$ cat src/rtl/interp_pkg.sv
// -----------------------------------------------------------------------------
// interp_pkg
// Shared definitions for the cascaded interpolator:
//   - mode_e      : interpolation mode encoding carried on mode / mode_act
//   - clog2()     : ceiling log2, used to size digit and phase counters
//   - ipow()      : integer power, gives the total ratio N = RATIO**STAGES
// -----------------------------------------------------------------------------
package interp_pkg;

  typedef enum logic [1:0] {
    MODE_LINEAR = 2'd0,
    MODE_HOLD   = 2'd1,
    MODE_BYPASS = 2'd2,
    MODE_RSVD   = 2'd3   // behaves as linear
  } mode_e;

  // Ceiling log2; returns 0 for value <= 1.
  function automatic int clog2(input int value);
    int result;
    int rem;
    result = 32'sd0;
    rem    = value - 32'sd1;
    while (rem > 32'sd0) begin
      result = result + 32'sd1;
      rem    = rem >>> 32'sd1;
    end
    return result;
  endfunction

  // base**exp for small non-negative exponents.
  function automatic int ipow(input int base, input int exp);
    int result;
    result = 32'sd1;
    for (int i = 32'sd0; i < exp; i++) begin
      result = result * base;
    end
    return result;
  endfunction

endpackage

$ cat src/rtl/interp_stage.sv
// -----------------------------------------------------------------------------
// interp_stage
// One upsampling stage. On ld it shifts a new input sample into its two-tap
// history (x0 <= x1, x1 <= in) and restarts the phase counter k. On every adv
// it emits y = f(x0, x1, k) from the values held before this edge, and, when
// not loading, advances k (saturating at RATIO-1).
// Ports:
//   clk, reset  : clock, synchronous active-high reset
//   ld          : slow strobe of this stage (new input sample)
//   adv         : fast strobe of this stage (new output sample)
//   mode        : mode in effect (linear / hold / bypass / reserved=linear)
//   in_sample   : input sample from the previous stage (or the chain input)
//   y_out       : registered output sample
// -----------------------------------------------------------------------------
module interp_stage
  import interp_pkg::*;
#(
  parameter int WIDTH = 8,
  parameter int RATIO = 10
) (
  input  logic             clk,
  input  logic             reset,
  input  logic             ld,
  input  logic             adv,
  input  logic [1:0]       mode,
  input  logic [WIDTH-1:0] in_sample,
  output logic [WIDTH-1:0] y_out
);

  localparam int KW = clog2(RATIO);
  // One extra bit so that the weight RATIO-k (up to RATIO) always fits.
  localparam int IW = WIDTH + KW + 1;
  localparam logic [KW-1:0] K_MAX   = KW'(RATIO - 32'sd1);
  localparam logic [IW-1:0] RATIO_W = IW'(RATIO);

  logic [WIDTH-1:0] x0_q, x0_d;
  logic [WIDTH-1:0] x1_q, x1_d;
  logic [WIDTH-1:0] y_q, y_d;
  logic [KW-1:0]    k_q, k_d;
  logic [IW-1:0]    num_s;
  logic [WIDTH-1:0] lin_s;
  logic [WIDTH-1:0] f_s;

  // Weighted blend of the two history taps, truncated toward zero.
  always_comb begin
    num_s = IW'(x0_q) * (RATIO_W - IW'(k_q)) + IW'(x1_q) * IW'(k_q);
    lin_s = WIDTH'(num_s / RATIO_W);
  end

  // Select the output function for the mode in effect.
  always_comb begin
    f_s = lin_s;
    case (mode)
      MODE_HOLD:   f_s = x0_q;
      MODE_BYPASS: f_s = x1_q;
      MODE_LINEAR: f_s = lin_s;
      MODE_RSVD:   f_s = lin_s;
      default:     f_s = lin_s;
    endcase
  end

  // Next-state: load has priority over the phase increment; y updates on adv.
  always_comb begin
    x0_d = x0_q;
    x1_d = x1_q;
    k_d  = k_q;
    y_d  = y_q;
    if (ld) begin
      x0_d = x1_q;
      x1_d = in_sample;
      k_d  = '0;
    end else if (adv) begin
      if (k_q == K_MAX) begin
        k_d = k_q;
      end else begin
        k_d = k_q + KW'(1'b1);
      end
    end else begin
      k_d = k_q;
    end
    if (adv) begin
      y_d = f_s;
    end else begin
      y_d = y_q;
    end
  end

  // Stage state registers.
  always_ff @(posedge clk) begin
    if (reset) begin
      x0_q <= '0;
      x1_q <= '0;
      k_q  <= '0;
      y_q  <= '0;
    end else begin
      x0_q <= x0_d;
      x1_q <= x1_d;
      k_q  <= k_d;
      y_q  <= y_d;
    end
  end

  assign y_out = y_q;

endmodule

$ cat src/rtl/interp_chain.sv
// -----------------------------------------------------------------------------
// interp_chain
// Cascade of STAGES interpolators, each upsampling by RATIO, for a total ratio
// of RATIO**STAGES. A mixed-radix counter (one digit per stage) produces the
// rate strobes: st[STAGES] is run, st[s] fires when st[s+1] fires and digit s
// is at its terminal count. Stage s loads on st[s] and outputs on st[s+1].
// Ports:
//   clk        : system clock
//   reset      : synchronous active-high reset
//   run        : enables counting; when low every register holds
//   mode       : requested interpolation mode, adopted at each in_req
//   sample_in  : base-rate input, captured on the in_req cycle
//   in_req     : one-cycle strobe per base period (st[0])
//   sample_out : clock-rate output sample (last stage output)
//   mode_act   : mode currently in effect
// -----------------------------------------------------------------------------
module interp_chain
  import interp_pkg::*;
#(
  parameter int WIDTH  = 8,
  parameter int RATIO  = 10,
  parameter int STAGES = 3
) (
  input  logic             clk,
  input  logic             reset,
  input  logic             run,
  input  logic [1:0]       mode,
  input  logic [WIDTH-1:0] sample_in,
  output logic             in_req,
  output logic [WIDTH-1:0] sample_out,
  output logic [1:0]       mode_act
);

  localparam int DW = clog2(RATIO);
  localparam logic [DW-1:0] D_MAX = DW'(RATIO - 32'sd1);

  logic [DW-1:0]    d_q [STAGES];
  logic [DW-1:0]    d_d [STAGES];
  logic [STAGES-1:0] at_max;
  logic [STAGES:0]  st;
  logic [1:0]       mode_act_q, mode_act_d;
  logic [WIDTH-1:0] y_s      [STAGES];
  logic [WIDTH-1:0] stage_in [STAGES];

  // Flag digits sitting at their terminal count.
  always_comb begin
    at_max = '0;
    for (int s = 32'sd0; s < STAGES; s++) begin
      at_max[s] = (d_q[s] == D_MAX);
    end
  end

  // Ripple strobes from the fastest digit (STAGES-1) down to the slowest.
  // Reset gates the top strobe so in_req stays low while reset is held.
  always_comb begin
    logic acc;
    st         = '0;
    acc        = run & ~reset;
    st[STAGES] = acc;
    for (int s = STAGES - 32'sd1; s >= 32'sd0; s--) begin
      acc   = acc & at_max[s];
      st[s] = acc;
    end
  end

  // Advance each digit on its incoming strobe, wrapping after RATIO-1.
  always_comb begin
    d_d = d_q;
    for (int s = 32'sd0; s < STAGES; s++) begin
      if (st[s+1]) begin
        if (at_max[s]) begin
          d_d[s] = '0;
        end else begin
          d_d[s] = d_q[s] + DW'(1'b1);
        end
      end else begin
        d_d[s] = d_q[s];
      end
    end
  end

  // Adopt the requested mode only at a base-period boundary.
  always_comb begin
    if (st[0]) begin
      mode_act_d = mode;
    end else begin
      mode_act_d = mode_act_q;
    end
  end

  // Counter and mode registers.
  always_ff @(posedge clk) begin
    if (reset) begin
      for (int s = 32'sd0; s < STAGES; s++) begin
        d_q[s] <= '0;
      end
      mode_act_q <= MODE_LINEAR;
    end else begin
      for (int s = 32'sd0; s < STAGES; s++) begin
        d_q[s] <= d_d[s];
      end
      mode_act_q <= mode_act_d;
    end
  end

  // Stage 0 takes the chain input; later stages take the previous stage output.
  always_comb begin
    for (int s = 32'sd0; s < STAGES; s++) begin
      if (s == 32'sd0) begin
        stage_in[s] = sample_in;
      end else begin
        stage_in[s] = y_s[s-1];
      end
    end
  end

  for (genvar g = 0; g < STAGES; g++) begin : g_stage
    interp_stage #(
      .WIDTH (WIDTH),
      .RATIO (RATIO)
    ) u_stage (
      .clk       (clk),
      .reset     (reset),
      .ld        (st[g]),
      .adv       (st[g+1]),
      .mode      (mode_act_q),
      .in_sample (stage_in[g]),
      .y_out     (y_s[g])
    );
  end

  assign in_req     = st[0];
  assign sample_out = y_s[STAGES-1];
  assign mode_act   = mode_act_q;

endmodule
$ cat config.mk
export PLATFORM = sky130hd
export DESIGN_NAME = interp_chain
export DESIGN_NICKNAME = d
export VERILOG_FILES = /design/src/rtl/interp_pkg.sv /design/src/rtl/interp_stage.sv /design/src/rtl/interp_chain.sv
export SDC_FILE = /design/constraint.sdc
export NUM_CORES = 1
export LEC_CHECK = 0
export ABC_AREA = 1
export BUFFER_PORTS_ARGS = -buffer_cell sky130_fd_sc_hd__buf_4
export CAP_MARGIN = 20
export CORE_ASPECT_RATIO = 0.75
export CORE_MARGIN = 1.5
export CORE_UTILIZATION = 34
export CTS_BUF_LIST = sky130_fd_sc_hd__clkbuf_8
export CTS_CLUSTER_SIZE = 24
export DETAILED_ROUTE_END_ITERATION = 10
export HOLD_SLACK_MARGIN = 0.12
export SLEW_MARGIN = 25
export SYNTH_ARGS = -nofsm -noshare
export SYNTH_HDL_FRONTEND = slang
export SYNTH_SLANG_ARGS = --single-unit
export TNS_END_PERCENT = 100
$ cat constraint.sdc
create_clock -name clk -period 8.4 [get_ports clk]
set_clock_uncertainty 0.1 [all_clocks]
set_input_delay 1.26 -clock clk [delete_from_list [all_inputs] [get_ports clk]]
set_output_delay 1.26 -clock clk [all_outputs]
set_load 0.05 [all_outputs]
==> qor.csv <==
metric,value,unit
FP Rows,67,
vias in the first global route,13300,
required time worst endpoint,8.59,ns
DR DRC count,0,
synthesis-stage register bit count,98,
total grt overflow,0,
ANT nets after route,0,
slew margin rel.,0.333,
CTS tree,yes,
worst reg-to-reg setup slack,0.10,ns
Least-Margin Pin Slew,1.00,ns
grt met1 use,0.243,
largest net degree at the start of global routing,38,
CTS max path bufs,2,
Initial Util,0.345,
Critical Path Sink Type,flip-flop,
ANT cells,0,
period utilisation layout,0.988,
Critical Path Start Type,flip-flop,
Pins Over Slew Limit,0,
total power,804,uW
detailed-route via count,14000,
worst r2r path cells,58,
Global Route met3 Usage,0.0218,
Max-cap violations,0,
Hold Path Stages,2,
# setup viols final,0,
Clock Pin Slew Worst Setup and Hold Paths,0.10,ns
I/O pins,24,
root buffer cell,clkbuf_8,
"Most Used Layer, Global Route",met2,
synthesized cell area,15400,um^2
starting DRC count in detailed routing,955,
fillers,4449,
outcome,finished clean,
"slowest stage delay, CP",0.55,ns
RSZ-0062 raised after global routing,yes,
GR Util met2,0.257,
Post-synth EDFFs,0,
die width,249,um
Die Height,187,um
die area,46600,um^2
vias per inst,4.77,
PortBufs,23,
min Tclk post-route,8.30,ns
predominant post-synthesis flop cell,dfxtp_1,
RePlAce Congestion,0.876,
share of layout cells above drive strength 1,0.261,
Final Util,0.427,
"Arr. time, crit path",8.49,ns
number of buffers created by CTS,9,
Initial DRT Pass Iterations,5,
Synth cell types,52,
Max VDD drop,77.8,uV
final WL,40700,um
asr flop ratio synth,0,
"Top cell by count, worst path",nand2_2,
Leak,0.0105,uW
Syn Nets,2515,
worst r2r src,g_stage[1].u_stage.k_q[0]$_SDFFE_PP0P_,
Hold Path Sink,g_stage[1].u_stage.y_out[0]$_SDFFE_PP0P_,
reg2reg end,g_stage[1].u_stage.y_out[0]$_SDFFE_PP0P_,
cells after synthesis,2200,
"worst slack, placed",-0.279,ns
synthesized area per cell,7.01,um^2
"slowest stage cell, crit path",fa_2,
Fin Setup TNS,0,ns
worst setup margin,0.101,ns
latest clock arrival within the worst-skew pair,0.39,ns
worst hold path class,flip-flop to flip-flop,
WL per Instance,13.9,um
sequential-to-total area share from yosys stat,0.127,
Setup CP Type,flip-flop to flip-flop,
global-route wire length before repair,63400,um
core area,44700,um^2
initial antenna violation count,1,
Hold Fails Final Rpt,0,
Worst Hold Slack,0.369,ns
post-DP HPWL,31200,um
Power Density,42.1,nW/um^2
H-tree levels,3,
Ys Warns,0,
Worst Path Max Fanout,6,
Max Freq,120,MHz
HP Start,g_stage[1].u_stage.y_out[0]$_SDFFE_PP0P_,
GR Util All Layers,0.163,
area grow syn2layout,23.9,%
nets,2653,
TritonCTS Sinks,98,
==> through the flow <==
step	area (um^2)	std cells
finish	19100	2927
global route	19100	2927
CTS	17100	2865
detailed placement	16700	2838
global placement	16700	2838
floorplan	15400	2200
==> state kept, by name (all words and copies together) (netlist names) <==
signal and flops:
g_stage.u_stage.x1_q 24, mode_act 2, d_q 12, g_stage.u_stage.x0_q 24, g_stage.u_stage.y_out 24, g_stage.u_stage.k_q 12
==> worst max-delay path, delay by kind of cell (launching register included) <==
kind / cells / cell delay (ns)
flip-flops: 1 / 0.38
AO/OA/AOI/OAI: 3 / 0.49
buffers and inverters: 13 / 0.95
adder cells (fa/ha/maj): 7 / 3.03
AND/OR/NAND/NOR: 35 / 3.25
==> worst max path at each step <==
stage / start / to / slack, ns / depth (start not counted)
finish: g_stage[1].u_stage.k_q[0]$_SDFFE_PP0P_ / g_stage[1].u_stage.y_out[0]$_SDFFE_PP0P_ / 0.10 / 58
global route: g_stage[1].u_stage.k_q[0]$_SDFFE_PP0P_ / g_stage[1].u_stage.y_out[0]$_SDFFE_PP0P_ / -0.38 / 60
CTS: g_stage[2].u_stage.k_q[0]$_SDFFE_PP0P_ / g_stage[2].u_stage.y_out[0]$_SDFFE_PP0P_ / 0.004 / 63
detailed placement: g_stage[1].u_stage.k_q[0]$_SDFFE_PP0P_ / g_stage[1].u_stage.y_out[0]$_SDFFE_PP0P_ / -0.28 / 59
global placement: g_stage[1].u_stage.k_q[0]$_SDFFE_PP0P_ / g_stage[1].u_stage.y_out[0]$_SDFFE_PP0P_ / -0.09 / 59
floorplan: g_stage[0].u_stage.k_q[3]$_SDFFE_PP0P_ / g_stage[0].u_stage.y_out[0]$_SDFFE_PP0P_ / 0.50 / 63
==> cells in the mapped netlist (2+ instances only) <==
library cell  count  share of area
a21oi_1          71          0.023
a21oi_2           3         0.0017
a221oi_1         10         0.0057
a31oi_1           6         0.0024
buf_1             2        0.00049
buf_2             2        0.00065
buf_4             2        0.00097
clkbuf_1         34         0.0083
clkinv_1          6         0.0015
dfxtp_1          98           0.13
fa_1            192           0.25
ha_1            110          0.089
inv_1           587           0.14
inv_2            32         0.0078
nand2_1         494           0.12
nand2_2          61          0.025
nand2_4          13         0.0095
nand3_1         125          0.041
nand3_2          18          0.012
nand3b_1          6         0.0029
nand4_1          13         0.0053
nor2_1           95          0.023
nor2_2            3         0.0012
nor2_4            6         0.0044
nor3_1            7         0.0023
nor3b_1           3         0.0015
nor4_1            2        0.00081
o2111ai_1         3         0.0017
o211ai_1         18         0.0088
o21a_1            2        0.00097
o21ai_0          45          0.015
o21ai_1          17         0.0055
o21ai_2           5         0.0028
o21bai_1          9         0.0044
o22ai_1          43          0.017
or2_2             6         0.0024
xnor2_1          16         0.0091
xor2_1           21          0.012
==> layout make-up <==
cell class | instances | area [um^2] | area share
Multi-Input combinational cell | 1435 | 12500 | 0.653
Inverter | 625 | 2380 | 0.125
Sequential cell | 98 | 1990 | 0.104
Timing Repair Buffer | 169 | 1360 | 0.0712
Tap cell | 586 | 733 | 0.0384
Clock buffer | 10 | 138 | 0.00721
Clock inverter | 4 | 33.8 | 0.00177
==> metal layers <==
layer / wire (um) / share of wire
met5: 0 / 0
met4: 346 / 0.0085
met3: 1920 / 0.047
met2: 18500 / 0.45
met1: 20000 / 0.49
==> kinds of logic after synthesis <==
group	share of synthesized area
DFF	0.127
AOI/OAI and AO/OA	0.0924
adders and majority gates	0.339
and+or+nand+nor	0.254
xor gates and xnor gates	0.0235
buffers and inverters	0.164
==> timing repair <==
item,4_1_cts,5_1_grt
setup endpoints to repair,7,11
resized for setup,44,386
endpoints found under the hold margin,0,0
cloned,0,1
hold buffers,0,0
pin swaps,22,193
setup buffers,13,63
==> where the power goes <==
part / switching [uW] / internal [uW]
Sequential: 1.67 / 464
Clock: 183 / 116
Combinational: 25.0 / 14.3
==> cell usage in the layout, fill, tap and decap left out, types with 67 or more instances in the layout <==
master / n
nand2_2: 74
buf_4: 156
nand2_4: 79
inv_2: 67
ha_1: 85
nand2_1: 415
inv_1: 543
nand3_1: 89
fa_1: 184
dfxtp_1: 88
No activity file was read; power rests on OpenSTA's default activity.
